File: src/rtl/alu_pkg.sv
// Shared encodings for the ALU sequencer: ALU command codes and sequencer FSM states.
package alu_pkg;

    localparam int unsigned DataW = 32;

    typedef enum logic {
        CmdAdd = 1'b0,
        CmdSub = 1'b1
    } alu_cmd_e;

    typedef enum logic [1:0] {
        StIdle   = 2'd0,
        StSettle = 2'd1,
        StResp   = 2'd2
    } seq_state_e;

endpackage

File: src/rtl/alu_sequencer_alu.sv
// 32-bit ripple-carry ADD/SUB ALU with carry, zero and signed-overflow flags.
module alu_sequencer_alu
    import alu_pkg::*;
(
    input  logic [DataW-1:0] a_i,
    input  logic [DataW-1:0] b_i,
    input  alu_cmd_e         cmd_i,
    output logic [DataW-1:0] result_o,
    output logic             carry_o,
    output logic             zero_o,
    output logic             overflow_o
);

    logic [DataW-1:0] b_eff;
    logic             cin;
    logic [DataW-1:0] low_sum;
    logic [DataW:0]   full_sum;

    always_comb begin
        cin      = (cmd_i == CmdSub);
        b_eff    = cin ? ~b_i : b_i;
        // Low 31 bits summed separately to expose the carry into bit 31.
        low_sum  = {1'b0, a_i[DataW-2:0]} + {1'b0, b_eff[DataW-2:0]} + {{(DataW-1){1'b0}}, cin};
        full_sum = {1'b0, a_i} + {1'b0, b_eff} + {{DataW{1'b0}}, cin};
        result_o   = full_sum[DataW-1:0];
        carry_o    = full_sum[DataW];
        zero_o     = (full_sum[DataW-1:0] == '0);
        overflow_o = low_sum[DataW-1] ^ full_sum[DataW];
    end

endmodule

File: src/rtl/alu_sequencer.sv
// Holds operands on the ALU for SETTLE_CYCLES cycles, then registers the result and
// hands it off over a valid/ready response interface.
module alu_sequencer
    import alu_pkg::*;
#(
    parameter int unsigned SETTLE_CYCLES = 4,
    parameter int unsigned CNT_W         = 16
) (
    input  logic             clk,
    input  logic             reset,
    input  logic             req_valid,
    output logic             req_ready,
    input  logic [DataW-1:0] req_a,
    input  logic [DataW-1:0] req_b,
    input  logic             req_cmd,
    output logic             resp_valid,
    input  logic             resp_ready,
    output logic [DataW-1:0] resp_result,
    output logic             resp_carryout,
    output logic             resp_zero,
    output logic             resp_overflow,
    output logic [CNT_W-1:0] op_count
);

    localparam logic [7:0] SettleInit = 8'(SETTLE_CYCLES - 1);

    seq_state_e       state_q;
    logic [DataW-1:0] a_q, b_q;
    alu_cmd_e         cmd_q;
    logic [7:0]       cnt_q;
    logic             req_ready_q, resp_valid_q;
    logic [DataW-1:0] result_q;
    logic             carry_q, zero_q, overflow_q;
    logic [CNT_W-1:0] op_count_q;

    logic [DataW-1:0] alu_result;
    logic             alu_carry, alu_zero, alu_overflow;

    alu_sequencer_alu u_alu (
        .a_i        (a_q),
        .b_i        (b_q),
        .cmd_i      (cmd_q),
        .result_o   (alu_result),
        .carry_o    (alu_carry),
        .zero_o     (alu_zero),
        .overflow_o (alu_overflow)
    );

    always_ff @(posedge clk or posedge reset) begin
        if (reset) begin
            state_q      <= StIdle;
            a_q          <= '0;
            b_q          <= '0;
            cmd_q        <= CmdAdd;
            cnt_q        <= '0;
            req_ready_q  <= 1'b1;
            resp_valid_q <= 1'b0;
            result_q     <= '0;
            carry_q      <= 1'b0;
            zero_q       <= 1'b0;
            overflow_q   <= 1'b0;
            op_count_q   <= '0;
        end else begin
            case (state_q)
                StIdle: begin
                    if (req_valid) begin
                        a_q         <= req_a;
                        b_q         <= req_b;
                        cmd_q       <= alu_cmd_e'(req_cmd);
                        cnt_q       <= SettleInit;
                        req_ready_q <= 1'b0;
                        state_q     <= StSettle;
                    end
                end
                StSettle: begin
                    if (cnt_q != 8'd0) begin
                        cnt_q <= cnt_q - 8'd1;
                    end else begin
                        result_q     <= alu_result;
                        carry_q      <= alu_carry;
                        zero_q       <= alu_zero;
                        overflow_q   <= alu_overflow;
                        resp_valid_q <= 1'b1;
                        state_q      <= StResp;
                    end
                end
                StResp: begin
                    if (resp_ready) begin
                        resp_valid_q <= 1'b0;
                        req_ready_q  <= 1'b1;
                        op_count_q   <= op_count_q + CNT_W'(1);
                        state_q      <= StIdle;
                    end
                end
                default: begin
                    state_q      <= StIdle;
                    req_ready_q  <= 1'b1;
                    resp_valid_q <= 1'b0;
                end
            endcase
        end
    end

    assign req_ready     = req_ready_q;
    assign resp_valid    = resp_valid_q;
    assign resp_result   = result_q;
    assign resp_carryout = carry_q;
    assign resp_zero     = zero_q;
    assign resp_overflow = overflow_q;
    assign op_count      = op_count_q;

endmodule

File: config.mk
export PLATFORM = sky130hd
export DESIGN_NAME = alu_sequencer
export DESIGN_NICKNAME = d
export VERILOG_FILES = /design/src/rtl/alu_pkg.sv /design/src/rtl/alu_sequencer_alu.sv /design/src/rtl/alu_sequencer.sv
export SDC_FILE = /design/constraint.sdc
export NUM_CORES = 1
export LEC_CHECK = 0
export ABC_CLOCK_PERIOD_IN_PS = 10600
export BUFFER_PORTS_ARGS = -buffer_cell sky130_fd_sc_hd__clkbuf_2
export CORE_UTILIZATION = 60
export CTS_CLUSTER_DIAMETER = 120
export DETAILED_ROUTE_END_ITERATION = 10
export GPL_TIMING_DRIVEN = 0
export PLACE_DENSITY_LB_ADDON = 0.08
export SLEW_MARGIN = 10
export SYNTH_ARGS = -nofsm -noshare
export SYNTH_HDL_FRONTEND = slang
export SYNTH_SLANG_ARGS = --single-unit
File: constraint.sdc
create_clock -name clk -period 10.6 [get_ports clk]
set_input_delay 1.06 -clock clk [delete_from_list [all_inputs] [get_ports clk]]
set_output_delay 1.06 -clock clk [all_outputs]
set_load 0.02 [all_outputs]
==> impl_metrics.env, run 1 <==
export IMPL_outcome="finished clean"
export IMPL_finalHoldViolations=0
export IMPL_clockBufferDepth=2
export IMPL_cpMostUsedCell="xor2_1"
export IMPL_worstSetupEndpointType="flop"
export IMPL_globalRouteMet2Util_pct=48.1
export IMPL_holdPathEnd="op_count[15]"
export IMPL_grt_pass1_wl_um=28100
export IMPL_hold_buffers=0
export IMPL_nNetsFinal=913
export IMPL_whs_path_depth=1
export IMPL_numCtsBuffers=17
export IMPL_io_buffers=121
export IMPL_drcViolationCount=0
export IMPL_rsz0062_at_grt="false"
export IMPL_clkSinkCount=128
export IMPL_cp_top_family="compound AO/OA/AOI/OAI gates"
export IMPL_cts_root_buf="clkbuf_16"
export IMPL_period_share_pct=42.1
export IMPL_syn_area_per_cell_sq_um=10.6
export IMPL_postSynthCellCount=667
export IMPL_post_cts_buffers=0
export IMPL_yosys_warnings=0
export IMPL_critical_path_required_ns=10.96
export IMPL_max_cap_violations=0
export IMPL_synthFlopType="dfrtp_1"
export IMPL_synth_area_sq_mm=0.00710
export IMPL_worstMarginPinSlew_ns=0.997
export IMPL_core_region_area_sq_mm=0.0115
export IMPL_worstPathCellList="clkbuf_1, buf_1, xor2_1, ha_1, a21o_1, a21oi_1, a211oi_2, o31ai_1, a311o_1, xor2_1, o21ai_0, nor4b_2, a32o_1"
export IMPL_cts_tree="yes"
export IMPL_critical_path_arrival_ns=4.82
export IMPL_post_drt_wl_per_cell_um=17.7
export IMPL_synth_edf_count=0
export IMPL_pin_count=122
export IMPL_cts_max_level=4
export IMPL_drtIter0Drc=364
export IMPL_die_area_sq_mm=0.0123
export IMPL_clk_pin_slew_ns=0.06
export IMPL_nFillCells=806
export IMPL_die_width_um=111
export IMPL_crit_fanout=10
export IMPL_cp_slowest_stage_delay_ns=0.79
export IMPL_crit_start="cmd_q"
export IMPL_met3_usage_pct=5.14
export IMPL_fin_skew_ns=0.0106
export IMPL_critPathKind="flop to flop"
export IMPL_r2r_cells=13
export IMPL_insertedDiodeCount=0
export IMPL_finalWorstPathRequiredPeriod_ns=4.46
export IMPL_clock_fmax_ghz=0.224
export IMPL_gr_usage_met1_pct=39.0
export IMPL_firstDrtPassIters=5
export IMPL_path_buf_inv=2
export IMPL_drv_slew=0
export IMPL_antenna_found_initial=0
export IMPL_startpoint_type="flop"
export IMPL_synth_seq_cells=128
export IMPL_worstSkewPairLatency_ns=0.43
export IMPL_ys_types=63
export IMPL_ff_latch_area_sq_mm=0.00320
export IMPL_die_y_um=111
export IMPL_routed_via_density=5.89
export IMPL_syn_to_final_growth_pct=20.9
export IMPL_syn_num_nets=772
export IMPL_cpMaxStageDelayCell="buf_1"
export IMPL_r2r_start="cmd_q"
export IMPL_grt_max_degree=85
export IMPL_gr_total_overflow=0
export IMPL_final_setup_tns_ns=0
export IMPL_synth_seq_area_share_pct=45.1
export IMPL_timing_rr_end="resp_zero"
export IMPL_setup_viol=0
export IMPL_grt_usage_pct=29.3
export IMPL_holdCritStartpoint="op_count[15]"
export IMPL_dpl_hpwl_um=12500
export IMPL_routed_wl_um=17100
export IMPL_num_vias=5680
export IMPL_initial_core_util_pct=61.9
export IMPL_hp_class="flop to flop"
export IMPL_detail_route_antenna_nets=0
export IMPL_async_reset_ff_share_pct=100
export IMPL_drive_gt1_share_pct=29.2
export IMPL_rows=39
export IMPL_slew_limit_headroom_pct=33.5
export IMPL_grt_busiest_layer="met2"
export IMPL_timing_reg2reg_setup_slack_ns=6.14
export IMPL_multi_input_area_sq_mm=0.00374
export IMPL_grt_pass1_vias=5691
export IMPL_postCtsResizedCells=0
export IMPL_gp_congestion=0.906
-- metal layers --
metal,up-vias,part of all wire (%)
met5,-,0
met4,0,1.8
met3,28,4.9
met2,169,49
met1,2793,44
li1,2690,-
-- kinds of logic after synthesis --
family / after synthesis / synth area share [%]
fa+ha+maj: 36 / 6.45
xor+xnor: 73 / 9.00
compound gates: 140 / 13.1
flops: 128 / 45.1
simple gates: 174 / 12.3
buf+inv: 42 / 2.24
mux: 74 / 11.8
-- synthesized netlist by cell type, drive strengths merged, types with 14 or more instances --
| library cell | instances | area [sq um] |
|---|---|---|
| xnor2 | 28 | 245 |
| nand3 | 17 | 85.1 |
| nand2 | 61 | 236 |
| ha | 35 | 438 |
| inv | 15 | 56.3 |
| nor2 | 32 | 120 |
| mux2 | 73 | 822 |
| o21ai | 39 | 195 |
| a21oi | 34 | 170 |
| xor2 | 45 | 394 |
| clkbuf | 23 | 86.3 |
| dfrtp | 127 | 3180 |
| nor3 | 15 | 75.1 |
| nand4 | 14 | 87.6 |
-- worst max-delay path by stage --
stage	endpoint	depth (start not counted)
2_1_floorplan	a_q[0]	1
3_3_place_gp	a_q[22]	2
3_5_place_dp	resp_zero	13
4_1_cts	resp_zero	13
5_1_grt	resp_zero	13
6_report	resp_zero	13
-- metrics by stage --
| step | cell area [sq um] | worst slack [ns] | util (%) | hold slack [ns] | cells |
|---|---|---|---|---|---|
| floorplan | 7100 | 6.13 | - | 0.482 | 667 |
| global placement | 7890 | 4.94 | 68.8 | 0.459 | 931 |
| detailed placement | 7920 | 6.21 | 69.1 | 0.463 | 932 |
| CTS | 8590 | 6.16 | 74.9 | 0.474 | 964 |
| global route | 8590 | 5.86 | 74.9 | 0.507 | 964 |
| finish | 8590 | 6.14 | 74.9 | 0.475 | 964 |
-- cells in the final DEF, fill, tap and decap left out, types with 5 or more instances in the layout --
master / n
clkbuf_16: 17
clkbuf_1: 25
a21oi_1: 34
clkbuf_2: 121
nor4_1: 5
xor2_1: 45
nand3_1: 17
or3_1: 6
xnor2_1: 28
a21o_1: 5
nand2_1: 60
o211ai_1: 6
o21ai_0: 37
dfrtp_1: 127
nand4_1: 14
o31ai_1: 8
inv_1: 14
mux2_2: 73
nor2_1: 32
ha_1: 35
bufinv_16: 5
o21a_1: 9
nor3_1: 15
-- area by class of cell --
class,count,share of cell area (%)
Multi-Input combinational cell,497,43.5
Clock inverter,9,2.08
Sequential cell,128,37.3
Clock buffer,23,5.68
Timing Repair Buffer,122,7.37
Buffer,27,1.19
Tap cell,143,2.08
Inverter,15,0.714
-- worst register-to-register path, cell delays in order (launching register included) --
cell,delay [ns]
dfrtp_1,0.32
clkbuf_1,0.33
buf_1,0.79
xor2_1,0.15
ha_1,0.41
a21o_1,0.21
a21oi_1,0.38
a211oi_2,0.21
o31ai_1,0.38
a311o_1,0.28
xor2_1,0.26
o21ai_0,0.16
nor4b_2,0.31
a32o_1,0.20
-- sequential cells by signal, summed over array words and instances (netlist names), 2 cells and up --
name         count
a_q             32
b_q             32
resp_result     32
op_count        16
cnt_q            8
state_q          2
Power of run 1 is not shown: default switching activity piles up to over one toggle a cycle in this logic, so the estimate is an artifact.
==> inputs of run 2 (changes only) <==
--- a/config.mk
+++ b/config.mk
@@ -5,9 +5,9 @@
 export SDC_FILE = /design/constraint.sdc
 export NUM_CORES = 1
 export LEC_CHECK = 0
-export ABC_CLOCK_PERIOD_IN_PS = 10600
+export ABC_CLOCK_PERIOD_IN_PS = 4450
 export BUFFER_PORTS_ARGS = -buffer_cell sky130_fd_sc_hd__clkbuf_2
-export CORE_UTILIZATION = 60
+export CORE_UTILIZATION = 57
 export CTS_CLUSTER_DIAMETER = 120
 export DETAILED_ROUTE_END_ITERATION = 10
 export GPL_TIMING_DRIVEN = 0
==> constraint.sdc (replaced) <==
create_clock -name clk -period 4.45 [get_ports clk]
set_input_delay 0.445 -clock clk [delete_from_list [all_inputs] [get_ports clk]]
set_output_delay 0.445 -clock clk [all_outputs]
set_load 0.02 [all_outputs]
==> run 2 against run 1 <==
First-iteration DRC count shrank 1.9%. Routed wire length shrank 4.0%. Sequential share of layout area is essentially flat. Largest cell class unchanged.
==> impl_metrics.env, run 2 (same netlist as run 1, synthesis figures left out) <==
export IMPL_outcome="finished clean"
export IMPL_gr_total_overflow=0
export IMPL_grt_max_degree=69
export IMPL_layout_setup_ws_ns=0.225
export IMPL_grt_pass1_wl_um=27500
export IMPL_routed_via_density=5.63
export IMPL_hold_ws_ns=0.0772
export IMPL_die_width_um=114
export IMPL_cpMaxStageDelayCell="a211oi_2"
export IMPL_clock_fmax_ghz=0.237
export IMPL_syn_to_final_growth_pct=20.9
export IMPL_grt_usage_pct=27.6
export IMPL_critPathKind="flop to flop"
export IMPL_r2r_cells=13
export IMPL_final_cell_mix="dfrtp_1 (127), clkbuf_2 (123), mux2_2 (73), nand2_1 (60), xor2_1 (45)"
export IMPL_cts_max_level=4
export IMPL_slew_limit_headroom_pct=43.9
export IMPL_drv_slew=0
export IMPL_clkSinkCount=128
export IMPL_detail_route_antenna_nets=0
export IMPL_critical_path_arrival_ns=4.58
export IMPL_timing_reg2reg_setup_slack_ns=0.23
export IMPL_pre_cts_slack_ns=0.0587
export IMPL_max_cap_violations=0
export IMPL_worstSetupEndpointType="flop"
export IMPL_worstMarginPinSlew_ns=0.842
export IMPL_io_buffers=121
export IMPL_antenna_found_initial=0
export IMPL_drive_gt1_share_pct=29.4
export IMPL_firstDrtPassIters=5
export IMPL_drcViolationCount=0
export IMPL_critical_path_required_ns=4.81
export IMPL_gp_congestion=0.890
export IMPL_grt_pass1_vias=5572
export IMPL_core_region_area_sq_mm=0.0121
export IMPL_worstPathCellList="clkbuf_1, clkbuf_2, xor2_1, ha_1, nor2b_1, o2111ai_1, a211oi_2, o31ai_1, a311o_1, xor2_1, o21ai_0, nor4b_2, a32o_1"
export IMPL_die_y_um=114
export IMPL_post_drt_wl_per_cell_um=16.6
export IMPL_cp_slowest_stage_delay_ns=0.51
export IMPL_nNetsFinal=913
export IMPL_drtIter0Drc=357
export IMPL_finalWorstPathRequiredPeriod_ns=4.22
export IMPL_crit_fanout=10
export IMPL_setup_viol=0
export IMPL_insertedDiodeCount=0
export IMPL_fin_skew_ns=0.00706
export IMPL_cts_root_buf="clkbuf_16"
export IMPL_post_cts_buffers=0
export IMPL_cpMostUsedCell="xor2_1"
export IMPL_numCtsBuffers=17
export IMPL_die_area_sq_mm=0.0129
export IMPL_num_vias=5566
export IMPL_pin_count=122
export IMPL_cts_tree="yes"
export IMPL_rows=40
export IMPL_clockBufferDepth=2
export IMPL_r2r_start="cmd_q"
export IMPL_worstSkewPairLatency_ns=0.42
export IMPL_startpoint_type="flop"
export IMPL_nFillCells=938
export IMPL_layout_commonest_cell="dfrtp_1"
export IMPL_rsz0062_at_grt="false"
export IMPL_finalHoldViolations=0
export IMPL_hp_class="input pin to async pin"
export IMPL_clk_pin_slew_ns=0.06
export IMPL_period_share_pct=94.9
export IMPL_initial_core_util_pct=58.9
export IMPL_timing_rr_end="resp_zero"
export IMPL_dpl_hpwl_um=12700
export IMPL_routed_wl_um=16400
[run 2: how the worst max path moves through the flow]
| stage | start | endpoint | cells after the start |
|---|---|---|---|
| 2_1_floorplan | reset | a_q[0] | 1 |
| 3_3_place_gp | reset | a_q[20] | 2 |
| 3_5_place_dp | cmd_q | resp_zero | 13 |
| 4_1_cts | cmd_q | resp_zero | 13 |
| 5_1_grt | cmd_q | resp_zero | 13 |
| 6_report | cmd_q | resp_zero | 13 |
[run 2: what timing repair did]
action / in CTS / in global routing
gates cloned: 0 / 0
gates resized for setup: 1 / 3
hold buffers: 0 / 0
setup endpoints to repair: 1 / 3
[run 2: routing by layer]
layer  vias up  track usage (%)  routed length [um]
li1       2685                -                   -
met1      2703             36.8                7580
met2       152             45.1                7760
met3        26             5.21                 725
met4         0             10.2                 337
met5         -                0                   0
[run 2: area by class of cell]
class	instances	area [sq um]	area share (%)
plain buffers	27	106	1.24
clock buffers	21	450	5.24
clock inverters	10	185	2.16
inverters	15	61.3	0.714
multi-input cells	497	3740	43.5
flip-flops and latches	128	3200	37.3
well taps	168	210	2.45
repair buffers	122	633	7.37
[run 2: worst max-delay path: cells and delay by family (launching register included)]
family | cells | cell delay, ns
AOI/OAI and AO/OA | 6 | 1.70
buffers and inverters | 2 | 0.72
and+or+nand+nor | 2 | 0.52
xor gates and xnor gates | 2 | 0.47
adders and majority gates | 1 | 0.41
DFF | 1 | 0.33
[run 2: stage by stage]
step	setup TNS [ns]	util, %	cell area [sq um]	cells
after global placement	-78.64	65.6	7920	956
after global routing	0	71.2	8590	988
final	0	71.2	8590	988
after floorplan	0	-	7100	667
after CTS	0	71.2	8590	988
after detailed placement	0	65.9	7950	957
Power of run 2 is left out for the same reason.
